## config.mk

```make
export PLATFORM = sky130hd
export DESIGN_NAME = branch_outcome_tracker
export DESIGN_NICKNAME = d
export VERILOG_FILES = /design/src/rtl/branch_outcome_tracker.sv
export SDC_FILE = /design/constraint.sdc
export NUM_CORES = 1
export LEC_CHECK = 0
export ABC_AREA = 1
export ABC_CLOCK_PERIOD_IN_PS = 4290
export CAP_MARGIN = 25
export CORE_UTILIZATION = 56
export DETAILED_ROUTE_END_ITERATION = 7
export PLACE_DENSITY = 0.79
export SETUP_SLACK_MARGIN = 0.3
export SYNTH_ARGS = -nofsm -noshare
export SYNTH_HDL_FRONTEND = slang
export SYNTH_SLANG_ARGS = --single-unit
```

## constraint.sdc

```tcl
create_clock -name clk -period 4.29 [get_ports clk]
set_clock_uncertainty 0.2 [all_clocks]
set_input_delay 0.429 -clock clk [delete_from_list [all_inputs] [get_ports clk]]
set_output_delay 0.429 -clock clk [all_outputs]
set_load 0.01 [all_outputs]
```

## src/rtl/branch_outcome_tracker.sv

```systemverilog
// In-order queue of branch predictions; compares each against its resolved outcome and trains the predictor.
// Optional statistics counters are built only when BRANCH_TRACKER_STATS_EN is defined.
//
// state | meaning
// IDLE  | queue empty (count == 0), nothing to resolve
// BUSY  | queue holds at least one unresolved prediction
module branch_outcome_tracker #(
  parameter int DEPTH = 8,
  parameter int PC_W  = 32
) (
  input  logic            clk,
  input  logic            reset,
  input  logic            pred_val,
  output logic            pred_rdy,
  input  logic [PC_W-1:0] pred_pc,
  input  logic            pred_taken,
  input  logic            resolve_val,
  output logic            resolve_rdy,
  input  logic            resolve_taken,
  input  logic            flush,
  output logic            update_en,
  output logic            update_val,
  output logic [PC_W-1:0] update_pc,
  output logic            mispredict,
  output logic [31:0]     num_branches,
  output logic [31:0]     num_mispredicts
);
  localparam int AW = $clog2(DEPTH);
  localparam logic [AW:0] FULL_CNT = (AW+1)'(DEPTH);

  typedef enum logic {IDLE, BUSY} state_t;

  state_t          state_q, state_d;
  logic [AW-1:0]   head_q, head_d, tail_q, tail_d;
  logic [AW:0]     count_q, count_d;
  logic            update_en_q, update_en_d;
  logic            update_val_q, update_val_d;
  logic [PC_W-1:0] update_pc_q, update_pc_d;
  logic            mispredict_q, mispredict_d;

  logic [PC_W-1:0] pc_mem    [DEPTH];
  logic            taken_mem [DEPTH];

  logic enq_fire, deq_fire, mismatch, squash;

  assign pred_rdy    = (count_q != FULL_CNT);
  assign resolve_rdy = (state_q == BUSY);
  assign enq_fire    = pred_val && pred_rdy;
  assign deq_fire    = resolve_val && resolve_rdy;
  assign mismatch    = deq_fire && (resolve_taken != taken_mem[head_q]);
  assign squash      = mismatch || flush;

  always_comb begin
    head_d  = head_q;
    tail_d  = tail_q;
    count_d = count_q;
    if (deq_fire) head_d = head_q + 1'b1;
    // A squash discards every younger entry, including one enqueued this cycle.
    if (squash) begin
      tail_d  = head_d;
      count_d = '0;
    end else begin
      if (enq_fire) tail_d = tail_q + 1'b1;
      count_d = count_q + (AW+1)'(enq_fire) - (AW+1)'(deq_fire);
    end
  end

  always_comb begin
    state_d = state_q;
    case (state_q)
      IDLE: if (enq_fire && !flush) state_d = BUSY;
      BUSY: if (squash || (deq_fire && !enq_fire && count_q == (AW+1)'(1))) state_d = IDLE;
      default: state_d = IDLE;
    endcase
  end

  always_comb begin
    update_en_d  = deq_fire;
    update_val_d = deq_fire ? resolve_taken : update_val_q;
    update_pc_d  = deq_fire ? pc_mem[head_q] : update_pc_q;
    mispredict_d = mismatch;
  end

  always_ff @(posedge clk or negedge reset) begin
    if (!reset) begin
      state_q      <= IDLE;
      head_q       <= '0;
      tail_q       <= '0;
      count_q      <= '0;
      update_en_q  <= 1'b0;
      update_val_q <= 1'b0;
      update_pc_q  <= '0;
      mispredict_q <= 1'b0;
    end else begin
      state_q      <= state_d;
      head_q       <= head_d;
      tail_q       <= tail_d;
      count_q      <= count_d;
      update_en_q  <= update_en_d;
      update_val_q <= update_val_d;
      update_pc_q  <= update_pc_d;
      mispredict_q <= mispredict_d;
    end
  end

  // Storage needs no reset; occupancy is tracked by count/pointers alone.
  always_ff @(posedge clk) begin
    if (enq_fire && !squash) begin
      pc_mem[tail_q]    <= pred_pc;
      taken_mem[tail_q] <= pred_taken;
    end
  end

  assign update_en  = update_en_q;
  assign update_val = update_val_q;
  assign update_pc  = update_pc_q;
  assign mispredict = mispredict_q;

`ifdef BRANCH_TRACKER_STATS_EN
  logic [31:0] num_branches_q, num_branches_d;
  logic [31:0] num_mispredicts_q, num_mispredicts_d;

  always_comb begin
    num_branches_d    = num_branches_q + 32'(deq_fire);
    num_mispredicts_d = num_mispredicts_q + 32'(mismatch);
  end

  always_ff @(posedge clk or negedge reset) begin
    if (!reset) begin
      num_branches_q    <= '0;
      num_mispredicts_q <= '0;
    end else begin
      num_branches_q    <= num_branches_d;
      num_mispredicts_q <= num_mispredicts_d;
    end
  end

  assign num_branches    = num_branches_q;
  assign num_mispredicts = num_mispredicts_q;
`else
  assign num_branches    = 32'd0;
  assign num_mispredicts = 32'd0;
`endif

endmodule
```

After elaboration in Yosys (flattened, before gate mapping) --
Memories as Yosys holds them, arrays and structs flattened. A register that Yosys moved wholly into a read port is not among the register bits. Index checks and enable logic that the tools add are counted.
Cells by class: $add $sub $neg 4, eq/ne operators 3, muxes and demuxes 9, bitwise operators 1, reduce and logical (&&, ||, !) cells 14
Operators with widths (count):
- $mux W3 | 3
- $logic_and A1 B1 Y1 | 7
- $add A3 B1 Y3 const B | 2
- $add A4 B1 Y4 | 1
- $eq A4 B1 Y1 const B | 1
- $logic_not A1 Y1 | 4
- $mux W1 | 4
- $mux W4 | 1
- $ne A4 B4 Y1 const B | 1
- $sub A4 B1 Y4 | 1
- $logic_or A1 B1 Y1 | 2
- $pmux W1 S2 | 1
- $reduce_bool A2 Y1 | 1
- $ne A1 B1 Y1 | 1
- $not A1 Y1 | 1
Storage, ports and cells: flip-flop bits (word level) 14, bits in writable memories 264, bits of input ports 39, memories 2
Memory list:
- pc_mem | depth 8, bits a word 32, read ports 1, clocked after memory_dff 1, wr ports 1, RTL line 41 | logic [PC_W-1:0] pc_mem [DEPTH];
- taken_mem | depth 8, bits a word 1, read ports 1, clocked after memory_dff 0, wr ports 1, RTL line 42 | logic taken_mem [DEPTH];

Depth between registers and ports, before layout --
Gate-level depths: netlist of run 1.
depth in word-level cells 8, mapped depth 11

Worst setup path before layout of run 1 --
OpenSTA, ideal clock, no wires.
path kind reg-to-reg, from register head_q[0], to memory pc_mem[2][0] (enable), library setup time 423 ps, data arrival time 2621 ps, slack 1046 ps, stages on the path, launching flop included 9, buffers on the path 1, clock period less this slack 3244 ps, path through dfrtp_1 > buf_6 > nand2_1 > nand3_1 > nand3_1 > nand3_1 > nand3_4 > nand3_2 > nor2_1
Between the ends: word-level cells in the longest chain between the ends 8
RTL lines:
- start: declaration | RTL line 34 | logic [AW-1:0] head_q, head_d, tail_q, tail_d;
- start signal: assignment | RTL line 87 | head_q <= '0;
- start signal: assignment | RTL line 96 | head_q <= head_d;
- $mem_v2 Z8 W1
- $ne A1 B1 Y1 | RTL line 50 | assign mismatch = deq_fire && (resolve_taken != taken_mem[head_q]);
- $logic_and A1 B1 Y1 | RTL line 50
- $logic_or A1 B1 Y1 | RTL line 51 | assign squash = mismatch || flush;
- $logic_not A1 Y1 | RTL line 108 | if (enq_fire && !squash) begin
- $logic_and A1 B1 Y1 | RTL line 108
- $mux W1 | RTL line 108
- $mux W1 (implied by the code) | RTL line 109 | pc_mem[tail_q] <= pred_pc;
- end: declaration | RTL line 41
Every way passes these cells.

Final worst setup path of run 1 --
from register head_q[0], to memory pc_mem[0][9] (enable)
The elaborated chain is that of the path after synthesis.

==> flow_metrics.env, run 1 <==
export IMPL_required_ns=4.33
export IMPL_numPortBuffers=75
export IMPL_p_switching_mw=3.03
export IMPL_drt_iter0_markers=806
export IMPL_worst_pin_slew_ns=0.735
export IMPL_syn2layout_area_growth_pct=15.2
export IMPL_rsz0062_at_grt="no"
export IMPL_layout_cells_most_common="edfxtp_1"
export IMPL_cpMostUsedCell="nand3_1"
export IMPL_synth_area_um2=12500
export IMPL_grt_pass1_wl_um=40900
export IMPL_tns_ns=0
export IMPL_nets=1076
export IMPL_drv_slew=0
export IMPL_dieHeight_um=151
export IMPL_clock_power_share_pct=28.7
export IMPL_n_antenna_cell=0
export IMPL_grt_max_degree=70
export IMPL_htreeDepth=1
export IMPL_grt_pass1_vias=7680
export IMPL_fmax_mhz=290
export IMPL_pwr_share_seq_pct=43.1
export IMPL_cpMaxStageDelayCell="dfrtp_4"
export IMPL_yosys_warnings=0
export IMPL_cts_root_buf="clkbuf_16"
export IMPL_r2r_slack_ns=0.84
export IMPL_period_minus_slack_ns=3.45
export IMPL_slew_headroom_pct=51.0
export IMPL_cp_arrival_ns=3.49
export IMPL_crit_fanout=66
export IMPL_dp_hpwl_um=15600
export IMPL_comb_power_share_pct=28.3
export IMPL_vias=7796
export IMPL_avgSynthCellArea_um2=13.1
export IMPL_cts_sinks=310
export IMPL_setup_worst_path_class="reg -> reg"
export IMPL_maxCapViolations=0
export IMPL_post_synth_num_cell_types=29
export IMPL_ioPinCount=140
export IMPL_synth_cells=953
export IMPL_worst_setup_path_end_kind="flop"
export IMPL_insertion_delay_ns=0.55
export IMPL_coreArea_um2=21800
export IMPL_cts_tree="done"
export IMPL_drc=0
export IMPL_start_util_pct=57.2
export IMPL_firstDrtPassIters=5
export IMPL_ant_nets=0
export IMPL_crit_path_cell_trace="clkinv_2 > nand2_1 > nand3_1 > nand3_1 > nand3_1 > nand3_4 > nand3_2 > nor3_4 > buf_4"
export IMPL_drt_wl_total_um=26600
export IMPL_critPathMaxStageDelay_ns=0.85
export IMPL_multi_input_area_um2=2880
export IMPL_sw_frac_of_total_pct=33.2
export IMPL_core_rowCount=54
export IMPL_p_int_mw=6.11
export IMPL_ir_drop_uv=455
export IMPL_post_drt_wl_per_cell_um=19.9
export IMPL_cts_path_max_buffers=3
export IMPL_cts_reportedPaths_clkPinSlew_ns=0.06
export IMPL_status="completed"
export IMPL_finalHoldViolCount=0
export IMPL_grtUsageTotal_pct=23.7
export IMPL_drive_gt1_share_pct=8.17
export IMPL_nFillCells=1533
export IMPL_setup_viol=0
export IMPL_leakage_nw=5.14
export IMPL_finalCritPeriodShare_pct=80.4
export IMPL_cts_resized=0
export IMPL_ys_seq_area_share_pct=72.8
export IMPL_crit_start="head_q[0]"
export IMPL_place_congestion=0.830
export IMPL_seq_area_um2=9080
export IMPL_avgViaCountPerCell=5.85
export IMPL_cts_buffers=31
export IMPL_layout_common_cells="edfxtp_1 (264), nor2_1 (136), nand2_1 (88)"
export IMPL_fp_dieW_um=151
export IMPL_p_total_mw=9.14
export IMPL_start_kind="flop"
export IMPL_hold_path_class="in -> async"
export IMPL_synth_seq_cells=310
export IMPL_r2r_start="head_q[0]"
export IMPL_overflow=0
export IMPL_die_area_um2=22900
export IMPL_antenna_found_initial=0
export IMPL_power_density_nw_per_um2=636
## state kept, by name, indices dropped and copies added (netlist names)
signal / flops
tail_q: 3
update_en: 1
resolve_rdy: 1
update_val: 1
taken_mem: 8
head_q: 3
count_q: 4
mispredict: 1
update_pc: 32
pc_mem: 256
## power by group through the flow
stage | logic (mW) | clock network, mW | registers, mW
floorplan | 1.68 | 0 | 3.92
global placement | 2.46 | 0 | 3.97
detailed placement | 2.57 | 0 | 3.99
CTS | 2.58 | 2.65 | 3.94
global route | 2.85 | 2.76 | 3.98
finish | 2.58 | 2.62 | 3.94
## critical path: cells and delay by family (launching register included)
family / cells / cell delay [ns]
AND/OR/NAND/NOR: 7 / 1.50
flip-flops: 1 / 0.85
buffers and inverters: 2 / 0.57
## Yosys cell counts, drive strengths merged
master | n | area, um2
conb | 1 | 3.75
ha | 8 | 100
o221ai | 55 | 482
dfrtp | 46 | 1150
xnor2 | 2 | 17.5
buf | 77 | 552
edfxtp | 264 | 7930
o22ai | 10 | 62.6
fa | 1 | 20.0
a21oi | 1 | 5.00
nand3 | 41 | 223
inv | 26 | 97.6
nand4 | 2 | 12.5
clkbuf | 42 | 158
nand2 | 90 | 348
xor2 | 3 | 26.3
o211ai | 9 | 67.6
nor2 | 140 | 526
nor3 | 4 | 40.0
o21ai | 131 | 656
## routing by layer
metal,track usage [%],wire [um],vias up
met5,0,0,-
met2,38.8,13100,452
met1,31.9,10800,3775
met4,9.25,641,0
met3,3.64,2090,53
li1,-,-,3516
## stage by stage
step / util, % / cells / hold WS, ns / setup slack (ns) / cell area [um2]
6_report: 65.8 / 1332 / 0.265 / 0.842 / 14400
5_1_grt: 65.8 / 1332 / 0.303 / 0.614 / 14400
3_5_place_dp: 61.3 / 1274 / 0.267 / 0.836 / 13400
4_1_cts: 65.8 / 1332 / 0.283 / 0.858 / 14400
3_3_place_gp: 61.3 / 1274 / 0.264 / 0.998 / 13400
2_1_floorplan: - / 1016 / -0.0666 / 1.05 / 12700
## worst paths after layout
| kind | end | cells after the start |
|---|---|---|
| max | pc_mem[0][9] | 9 |
| min in group clk | update_pc[20] | 2 |
| max reg2reg | pc_mem[0][9] | 9 |
| min | update_pc[16] | 2 |
| min reg2reg | update_pc[20] | 2 |
| max in group asynchronous | update_pc[30] | 3 |
## cell type report
| cell class | instances | share of cell area [%] |
|---|---|---|
| sequential | 310 | 63.2 |
| clock buffer | 39 | 5.68 |
| inverter | 26 | 0.688 |
| tap | 280 | 2.44 |
| timing repair buffer | 98 | 6.76 |
| multi-input combinational | 561 | 20.0 |
| clock inverter | 18 | 1.18 |
## cells by family (layout without fill, tap and decap cells)
group                    after synthesis  in the layout  synth area share (%)
flip-flops                           310            310                  72.8
AND/OR/NAND/NOR                      277            277                  9.21
AO/OA/AOI/OAI                        206            206                  10.2
buffers and inverters                145            181                  6.47
adder cells (fa/ha/maj)                9              9                 0.963
XOR/XNOR                               5              5                 0.351
other                                  1             64                0.0301
## repair_timing
action                     in CTS  in global routing
hold buffers                    1                  0
hold endpoints to repair       29                  0
setup buffers                   0                  0
setup endpoints to repair       0                  0
No activity file was read; power rests on OpenSTA's default activity.
==> run 2, diff against run 1 <==
--- a/config.mk
+++ b/config.mk
@@ -6,7 +6,7 @@
 export NUM_CORES = 1
 export LEC_CHECK = 0
 export ABC_AREA = 1
-export ABC_CLOCK_PERIOD_IN_PS = 4290
+export ABC_CLOCK_PERIOD_IN_PS = 3200
 export CAP_MARGIN = 25
 export CORE_UTILIZATION = 56
 export DETAILED_ROUTE_END_ITERATION = 7
==> constraint.sdc (replaced) <==
create_clock -name clk -period 3.2 [get_ports clk]
set_clock_uncertainty 0.2 [all_clocks]
set_input_delay 0.32 -clock clk [delete_from_list [all_inputs] [get_ports clk]]
set_output_delay 0.32 -clock clk [all_outputs]
set_load 0.01 [all_outputs]
==> flow_metrics.env, run 2 (same netlist as run 1, synthesis figures left out) <==
export IMPL_fin_ws_ns=0.545
export IMPL_dieHeight_um=151
export IMPL_firstDrtPassIters=7
export IMPL_numPortBuffers=75
export IMPL_largest_register_ffs=256
export IMPL_cts_buffers=29
export IMPL_largest_register="pc_mem"
export IMPL_drive_gt1_share_pct=8.80
export IMPL_fp_dieW_um=151
export IMPL_antenna_found_initial=0
export IMPL_layout_cells_most_common="edfxtp_1"
export IMPL_ant_nets=0
export IMPL_overflow=0
export IMPL_post_drt_wl_per_cell_um=19.4
export IMPL_grtUsageTotal_pct=23.3
export IMPL_core_rowCount=54
export IMPL_fmax_mhz=377
export IMPL_worst_setup_path_end_kind="flop"
export IMPL_start_kind="flop"
export IMPL_ioPinCount=140
export IMPL_worst_pin_slew_ns=0.629
export IMPL_grt_pass1_vias=7486
export IMPL_die_area_um2=22900
export IMPL_maxCapViolations=0
export IMPL_grt_max_degree=68
export IMPL_fin_cells=1337
export IMPL_multi_input_area_um2=2880
export IMPL_coreArea_um2=21800
export IMPL_drt_wl_total_um=25900
export IMPL_ir_drop_uv=619
export IMPL_cts_sinks=310
export IMPL_met3_usage_pct=3.55
export IMPL_status="completed"
export IMPL_vias=7770
export IMPL_layout_common_cells="edfxtp_1 (264), nor2_1 (136), nand2_1 (88)"
export IMPL_nets=1083
export IMPL_rsz0062_at_grt="no"
export IMPL_crit_fanout=23
export IMPL_avgViaCountPerCell=5.81
export IMPL_grt_pass1_wl_um=40200
export IMPL_cp_arrival_ns=2.66
export IMPL_leakage_nw=5.15
export IMPL_setup_worst_path_class="reg -> reg"
export IMPL_period_minus_slack_ns=2.66
export IMPL_use_met2_pct=38.2
export IMPL_setup_viol=0
export IMPL_cts_path_max_buffers=3
export IMPL_pre_cts_ws_ns=0.582
export IMPL_fin_util_pct=65.8
export IMPL_dp_hpwl_um=14800
export IMPL_n_antenna_cell=0
export IMPL_drt_iter0_markers=891
export IMPL_drv_slew=0
export IMPL_cts_reportedPaths_clkPinSlew_ns=0.07
export IMPL_place_inst=1281
export IMPL_syn2layout_area_growth_pct=15.0
export IMPL_power_density_nw_per_um2=839
export IMPL_nFillCells=1497
export IMPL_top_usage_layer="met2"
export IMPL_cts_setup_buffers=0
export IMPL_cts_tree="done"
export IMPL_htreeDepth=1
export IMPL_seq_area_um2=9080
export IMPL_met1_usage_pct=32.1
export IMPL_p_total_mw=12.0
export IMPL_slew_headroom_pct=58.1
export IMPL_place_congestion=0.817
export IMPL_cts_root_buf="clkbuf_16"
export IMPL_drc=0
export IMPL_insertion_delay_ns=0.55
export IMPL_finalCritPeriodShare_pct=83.0
export IMPL_finalHoldViolCount=0
export IMPL_start_util_pct=57.2
export IMPL_hold_path_class="in -> reg"
export IMPL_required_ns=3.20
run 2: metal layers:
| metal | part of all wire [%] | vias to the layer above |
|---|---|---|
| met5 | 0 | - |
| met4 | 1.9 | 0 |
| met1 | 40 | 3765 |
| li1 | - | 3521 |
| met3 | 9.2 | 42 |
| met2 | 49 | 442 |
run 2: worst paths after layout:
path | from | end | slack [ns] | cells past startpoint
setup / recovery | head_q[0] | pc_mem[6][4] | 0.54 | 10
hold / removal | pred_val | resolve_rdy | 0.20 | 3
setup reg to reg | head_q[0] | pc_mem[6][4] | 0.54 | 10
hold reg to reg | update_pc[12] | update_pc[12] | 0.28 | 2
max in group asynchronous | reset | head_q[0] | 1.92 | 4
min in group asynchronous | reset | update_pc[18] | 0.45 | 3
run 2: repair_timing:
action                    in CTS  in global routing
gates resized for setup        0                  0
hold buffers                   1                  1
hold endpoints to repair      36                  1
run 2: final cells by class:
cell class | instances | area share [%]
Clock buffer | 38 | 5.57
Clock inverter | 15 | 0.706
Inverter | 26 | 0.697
Multi-Input combinational cell | 561 | 20.1
Sequential cell | 310 | 63.3
Tap cell | 280 | 2.44
Timing Repair Buffer | 107 | 7.22
run 2: critical path, stage by stage (launching register included):
cell and delay (ns):
dfrtp_4 0.55, inv_4 0.21, nand2_1 0.08, nand3_1 0.08, nand3_1 0.09, nand2_1 0.08, nand2_1 0.08, nand3_4 0.13
nand3_2 0.26, nor2_4 0.17, buf_4 0.35
run 2: power breakdown:
| part | internal (mW) | switching (mW) |
|---|---|---|
| sequential | 4.89 | 0.280 |
| clock | 1.83 | 1.41 |
| combinational | 1.31 | 2.31 |
run 2: stage by stage:
step | hold slack, ns | cell area, um2 | TNS [ns]
floorplan | -0.176 | 12700 | -4.38
global placement | 0.262 | 13400 | 0
detailed placement | 0.265 | 13400 | 0
CTS | 0.182 | 14300 | 0
global route | 0.249 | 14400 | 0
finish | 0.197 | 14400 | 0
